### config.mk
export PLATFORM = sky130hd
export DESIGN_NAME = hls_sobel_deadlock_supervisor
export DESIGN_NICKNAME = d
export VERILOG_FILES = /design/src/rtl/hls_sobel_deadlock_supervisor.sv
export SDC_FILE = /design/constraint.sdc
export NUM_CORES = 1
export LEC_CHECK = 0
export BUFFER_PORTS_ARGS = -buffer_cell sky130_fd_sc_hd__buf_2
export CAP_MARGIN = 20
export CORE_ASPECT_RATIO = 0.7
export CORE_MARGIN = 4
export CORE_UTILIZATION = 56
export CTS_CLUSTER_DIAMETER = 40
export DETAILED_ROUTE_END_ITERATION = 16
export PLACE_DENSITY_LB_ADDON = 0.15
export SLEW_MARGIN = 20
export SYNTH_ARGS = -nofsm -noshare
export SYNTH_HDL_FRONTEND = slang
export SYNTH_SLANG_ARGS = --single-unit
### constraint.sdc
create_clock -name ap_clk -period 4.4 [get_ports ap_clk]
set_input_delay 0.22 -clock ap_clk [delete_from_list [all_inputs] [get_ports ap_clk]]
set_output_delay 0.22 -clock ap_clk [all_outputs]
set_load 0.005 [all_outputs]
### src/rtl/hls_sobel_deadlock_supervisor.sv
// rtl/hls_sobel_deadlock_supervisor.sv - arms, qualifies and reports persistent Sobel dataflow deadlocks
module hls_sobel_deadlock_supervisor #(
    parameter int NUM_MON   = 4,
    parameter int IDX_W     = 2,
    parameter int PERSIST_W = 8,
    parameter int STALL_W   = 16
) (
    input  logic                 ap_clk,
    input  logic                 ap_rst_n,
    input  logic                 enable,
    input  logic                 clear,
    input  logic [PERSIST_W-1:0] persist_cycles,
    input  logic                 ap_idle,
    input  logic [NUM_MON-1:0]   mon_block,
    output logic                 deadlock_detected,
    output logic                 deadlock_irq,
    output logic [IDX_W-1:0]     deadlock_idx,
    output logic [NUM_MON-1:0]   deadlock_snap,
    output logic [STALL_W-1:0]   stall_cycles,
    output logic [1:0]           state_dbg
);

    typedef enum logic [1:0] {
        ST_DISARMED = 2'd0,
        ST_ARMED    = 2'd1,
        ST_PENDING  = 2'd2,
        ST_DETECTED = 2'd3
    } state_t;

    state_t               state_q, state_d;
    logic [PERSIST_W-1:0] cnt_q, cnt_d;
    logic [PERSIST_W-1:0] limit_q, limit_d;
    logic [IDX_W-1:0]     cand_q, cand_d;
    logic                 detected_q, detected_d;
    logic                 irq_q, irq_d;
    logic [IDX_W-1:0]     idx_q, idx_d;
    logic [NUM_MON-1:0]   snap_q, snap_d;
    logic [STALL_W-1:0]   stall_q, stall_d;

    logic [NUM_MON-1:0]   masked_blk;
    logic                 any_blk;
    logic [IDX_W-1:0]     low_idx;
    logic [PERSIST_W-1:0] limit_new;
    logic [PERSIST_W-1:0] cnt_inc;

    // Idle masking of raw monitor flags and lowest-index priority pick
    always_comb begin
        masked_blk = mon_block & ~{NUM_MON{ap_idle}};
        any_blk    = |masked_blk;
        low_idx    = '0;
        for (int i = NUM_MON - 1; i >= 0; i--) begin
            if (masked_blk[i]) begin
                low_idx = IDX_W'(i);
            end
        end
        limit_new = (persist_cycles == '0) ? PERSIST_W'(1) : persist_cycles;
        cnt_inc   = cnt_q + PERSIST_W'(1);
    end

    // Next-state and register updates; enable beats clear beats normal transitions
    always_comb begin
        state_d    = state_q;
        cnt_d      = cnt_q;
        limit_d    = limit_q;
        cand_d     = cand_q;
        detected_d = detected_q;
        irq_d      = 1'b0;
        idx_d      = idx_q;
        snap_d     = snap_q;
        stall_d    = stall_q;

        if (!enable) begin
            state_d    = ST_DISARMED;
            cnt_d      = '0;
            limit_d    = '0;
            cand_d     = '0;
            detected_d = 1'b0;
            idx_d      = '0;
            snap_d     = '0;
            stall_d    = '0;
        end else if (clear && (state_q == ST_PENDING || state_q == ST_DETECTED)) begin
            state_d    = ST_ARMED;
            cnt_d      = '0;
            detected_d = 1'b0;
            idx_d      = '0;
            snap_d     = '0;
            stall_d    = '0;
        end else begin
            case (state_q)
                ST_DISARMED: state_d = ST_ARMED;
                ST_ARMED: begin
                    if (any_blk) begin
                        cnt_d   = PERSIST_W'(1);
                        cand_d  = low_idx;
                        limit_d = limit_new;
                        if (limit_new == PERSIST_W'(1)) begin
                            state_d    = ST_DETECTED;
                            detected_d = 1'b1;
                            irq_d      = 1'b1;
                            idx_d      = low_idx;
                            snap_d     = mon_block;
                            stall_d    = '0;
                        end else begin
                            state_d = ST_PENDING;
                        end
                    end
                end
                ST_PENDING: begin
                    if (!any_blk) begin
                        state_d = ST_ARMED;
                        cnt_d   = '0;
                    end else if (cnt_inc == limit_q) begin
                        state_d    = ST_DETECTED;
                        cnt_d      = cnt_inc;
                        detected_d = 1'b1;
                        irq_d      = 1'b1;
                        idx_d      = cand_q;
                        snap_d     = mon_block;
                        stall_d    = '0;
                    end else begin
                        cnt_d = cnt_inc;
                    end
                end
                ST_DETECTED: begin
                    if (stall_q != {STALL_W{1'b1}}) begin
                        stall_d = stall_q + STALL_W'(1);
                    end
                end
                default: state_d = ST_DISARMED;
            endcase
        end
    end

    // State and datapath registers with synchronous active-low reset
    always_ff @(posedge ap_clk) begin
        if (!ap_rst_n) begin
            state_q    <= ST_DISARMED;
            cnt_q      <= '0;
            limit_q    <= '0;
            cand_q     <= '0;
            detected_q <= 1'b0;
            irq_q      <= 1'b0;
            idx_q      <= '0;
            snap_q     <= '0;
            stall_q    <= '0;
        end else begin
            state_q    <= state_d;
            cnt_q      <= cnt_d;
            limit_q    <= limit_d;
            cand_q     <= cand_d;
            detected_q <= detected_d;
            irq_q      <= irq_d;
            idx_q      <= idx_d;
            snap_q     <= snap_d;
            stall_q    <= stall_d;
        end
    end

    assign deadlock_detected = detected_q;
    assign deadlock_irq      = irq_q;
    assign deadlock_idx      = idx_q;
    assign deadlock_snap     = snap_q;
    assign stall_cycles      = stall_q;
    assign state_dbg         = state_q;

endmodule

==> results.txt <==
- Number of buffers created by CTS: 5
* Number of placement rows: 20
* Longest individual stage delay on the worst path: 0.70 ns
* Cell Chain, Critical Path: ha_1, nand2_1, nor3b_1, o2111ai_2, o41a_1, o311ai_0, o21ai_0
- Clock group share of total power: between 30% and 40%
- Die boundary width: 90.0 microns
* CTS tree: built
* Critical Path Start Type: flip-flop
* Mapped cell area: about 2600 sq um
- Combinational group share of total power: 11.4%
* Routability cong.: 0.942
* Clock latency of the later-clocked register in the worst-skew pair: 0.30 ns
- After global routing the overflow that remains totals 0.
- The die covers 5890 sq um.
- After detailed routing, the number of remaining DRC violations is 0.
- Post-synthesis instance total: 318
- In this run the deepest clock path goes through 2 buffers.
* Final Routed Wirelength: 6660 microns
- Sorting the synthesized cells by how often they occur yields sky130_fd_sc_hd__dfxtp_1 (44), sky130_fd_sc_hd__a21oi_1 (32), sky130_fd_sc_hd__nor2_1 (29).
- The final number of max-transition violations was 0.
- Worst-case clock skew: 0.00462 ns
* Prevailing post-synth register cell: sky130_fd_sc_hd__dfxtp_1
* Half-perimeter wire length after detailed placement: between 4000 and 5000 microns
- Minimum setup slack among reg-to-reg paths: 1.59 ns
- Worst IR drop on VDD: approximately 0.19 mV
* Number of routed nets with antenna violations: 0
- Slew at the pin closest to its max-slew limit: 0.828 ns
- Among all cell types in the netlist, the one instantiated most often is sky130_fd_sc_hd__dfxtp_1.
- Clk sinks: 44
- Average size of a mapped cell: between 8 and 9 sq um
- First-pass GRT wire length: 11200 microns
- For this run, the post-layout net count is 371.
- Net Switching: 0.000213 W
* Initial standard-cell utilization of the core: 59.2%
- Endpoint of the most critical register-to-register path: stall_cycles[11]
* Crit end category: flip-flop
* Worst EP arrival: ~3 ns
- From synthesis to final layout, the design area changed by 11.7%.
* Post-CTS repair timing setup buffer count: 0
- FF-to-FF Start: cnt_q[0]
* Final hold violation count: 0
- In this run, post-CTS repair resized a total of 0 instances.
- The analysis attributes to cell leakage a power of 1.10 nW.
* Run status: finished, final reports clean
- After floorplanning, the core was sized to cover ~4500 sq um.
* Maximum achievable frequency: 0.356 GHz
- Startpoint of the tightest hold check path: mon_block[0]
- For this run, the number of Yosys warnings is 0.
- Input and output buffers added on the ports amount to 42.
* Category of the most critical setup path: reg2reg
- Cell internal power was estimated by the tool at 0.000621 W.
* Worst Path Required: 4.57 ns
* Total inserted antenna cells: 0
* Crit-path leading delay family: compound AO/OA/AOI/OAI gates
* Minimum period implied by the final worst setup slack: between 2 and 3 ns
- Vias per inst: between 6 and 7
- Yosys mapped a number of flops with a built-in enable equal to 0.
* Clock transition at path regs: 0.09 ns
- The slowest stage of the critical path is the sky130_fd_sc_hd__o41a_1 cell.
- In the finished design, the share of the clock period the worst path needs comes to 63.8%.
- Measured along the y axis, the die boundary spans 65.4 microns.
- Sequential cells burn roughly half of the power.
* Nets in the synthesized netlist: 341
* Sequential element share of the synthesized area: 33.4%
- Ys async rst share: 0%
* Global-route total usage across every layer: 23.3%
* Number of antenna violations at the first check in global routing: 0
* CTS Root Cell: sky130_fd_sc_hd__clkbuf_8
- Hold path cells: 3
- Switching part of the total: 25.6%
* Fin Setup TNS: 0 ns
- Routed via count: 2573
- CTS H-Tree Depth: 2
* Maximum fanout along the worst path: 15
- Library cells used by synthesis: 57
- Hold-fix buffers, CTS: 0
- The number of buffers and inverters on the critical path is 0.
* Ratio of cells with drive above 1 in the final layout: between 20% and 30%
- I/O Pins: 43
* Maximum number of pins on one net before global-route repair: 22
- Router iterations before antenna repair: 5
- The worst pin sits at a relative slew slack of 44.6%.
* Via count of the first global-routing pass: 2246
- In the final routed layout, each cell accounts on average for 16.5 microns.
- Dominant cells by area after synthesis: sky130_fd_sc_hd__dfxtp_1 (33%), sky130_fd_sc_hd__a21oi_1 (6.1%), sky130_fd_sc_hd__nor2_1 (4.1%)
- Final core occ: 66.1%
- For the worst flop-to-flop path, the logic depth is 7.
- Dividing total power by cell area gives a power density of ~280 nW/um^2.
* Area share of the largest cell type after synthesis: 33.4%
- Type of the tightest min-delay check: in2reg
- The path with the worst hold slack has its endpoint at deadlock_snap[0].
- Final setup vio count: 0
- Max-capacitance violation count: 0
* Library cell occupying the most area in the post-synthesis netlist: sky130_fd_sc_hd__dfxtp_1
- RSZ-0062 raised after global routing: false
* Total of flip-flops plus latches after synthesis: 44
- In this run, the number of DRC markers left after iteration 0 of detailed routing was 270.
## stage by stage
| step | hold WS (ns) | area (sq um) | instances | power [W] | worst slack, ns |
|---|---|---|---|---|---|
| floorplan | 0.368 | 2640 | 318 | 0.000482 | 2.04 |
| global placement | 0.450 | 2820 | 396 | 0.000509 | 1.67 |
| detailed placement | 0.473 | 2820 | 396 | 0.000510 | 1.63 |
| CTS | 0.184 | 2950 | 404 | 0.000835 | 1.63 |
| global route | 0.196 | 2950 | 404 | 0.000865 | 1.28 |
| finish | 0.191 | 2950 | 404 | 0.000834 | 1.59 |
## sequential cells by signal, indices dropped and copies added (netlist names), 2 cells and up
name and count:
stall_cycles 16, cnt_q 8, limit_q 8, deadlock_snap 4, cand_q 2, deadlock_idx 2
state_dbg 2
## per-layer routing
metal | vias to the layer above | track usage (%) | part of all wire (%)
met4 | 0 | 4.20 | 0.84
met2 | 107 | 32.4 | 39
met1 | 1194 | 37.0 | 52
li1 | 1266 | - | -
met5 | - | 0 | 0
met3 | 6 | 4.58 | 8.4
## cell type report
| type | count | area, sq um |
|---|---|---|
| multi-input cells | 245 | 1620 |
| flip-flops and latches | 44 | 881 |
| repair buffers | 45 | 233 |
| clock buffers | 6 | 82.6 |
| clock inverters | 2 | 38.8 |
| inverters | 7 | 26.3 |
| fillers | 385 | 1510 |
| well taps | 55 | 68.8 |
## how the worst max path moves through the flow
stage / from / to / slack (ns) / cells past startpoint
after floorplan: cnt_q[0] / stall_cycles[6] / 2.04 / 8
after global placement: cnt_q[0] / stall_cycles[4] / 1.67 / 7
after detailed placement: cnt_q[0] / stall_cycles[2] / 1.63 / 7
after CTS: cnt_q[0] / stall_cycles[11] / 1.63 / 7
after global routing: cnt_q[0] / stall_cycles[2] / 1.28 / 7
final: cnt_q[0] / stall_cycles[11] / 1.59 / 7
## power by group through the flow
| stage | Sequential, W | Clock (W) | Combinational, W |
|---|---|---|---|
| 5_1_grt | 0.000409 | 0.000351 | 0.000106 |
| 4_1_cts | 0.000407 | 0.000334 | 0.0000936 |
| 6_report | 0.000407 | 0.000332 | 0.0000947 |
| 3_3_place_gp | 0.000416 | 0 | 0.0000926 |
| 3_5_place_dp | 0.000417 | 0 | 0.0000932 |
| 2_1_floorplan | 0.000416 | 0 | 0.0000657 |
## cell families after synthesis
kind of cell	share of synthesized area [%]
xor gates and xnor gates	3.89
and+or+nand+nor	25.5
muxes	0.759
DFF	33.4
buffers and inverters	5.36
AOI/OAI and AO/OA	28.3
adders and majority gates	2.85
## worst register-to-register path, stage by stage, from the launching register on
cell and delay, ns:
sky130_fd_sc_hd__dfxtp_1 0.48, sky130_fd_sc_hd__ha_1 0.31, sky130_fd_sc_hd__nand2_1 0.16, sky130_fd_sc_hd__nor3b_1 0.27, sky130_fd_sc_hd__o2111ai_2 0.22, sky130_fd_sc_hd__o41a_1 0.70
sky130_fd_sc_hd__o311ai_0 0.41, sky130_fd_sc_hd__o21ai_0 0.13
## cell usage in the layout (no fill, tap or decap), drive strengths merged, types with 2 or more instances in the layout
cell type	count
nor3b	3
ha	6
o22ai	3
a311oi	3
nor4	4
a31oi	5
or3	4
or4	4
o41ai	7
nand3	22
nand4	7
nand2	22
o311ai	9
clkinv	2
o31ai	2
or2	4
o21ai	20
buf	45
nor3	8
xor2	4
xnor2	5
nor2	29
and4	2
o41a	2
and3	8
dfxtp	44
nor2b	2
inv	6
and2	4
a22oi	2
a21oi	33
nand3b	3
clkbuf	6
mux2i	2
o2111ai	2
a21o	4
Note: power is estimated with default switching activity, not from simulation.
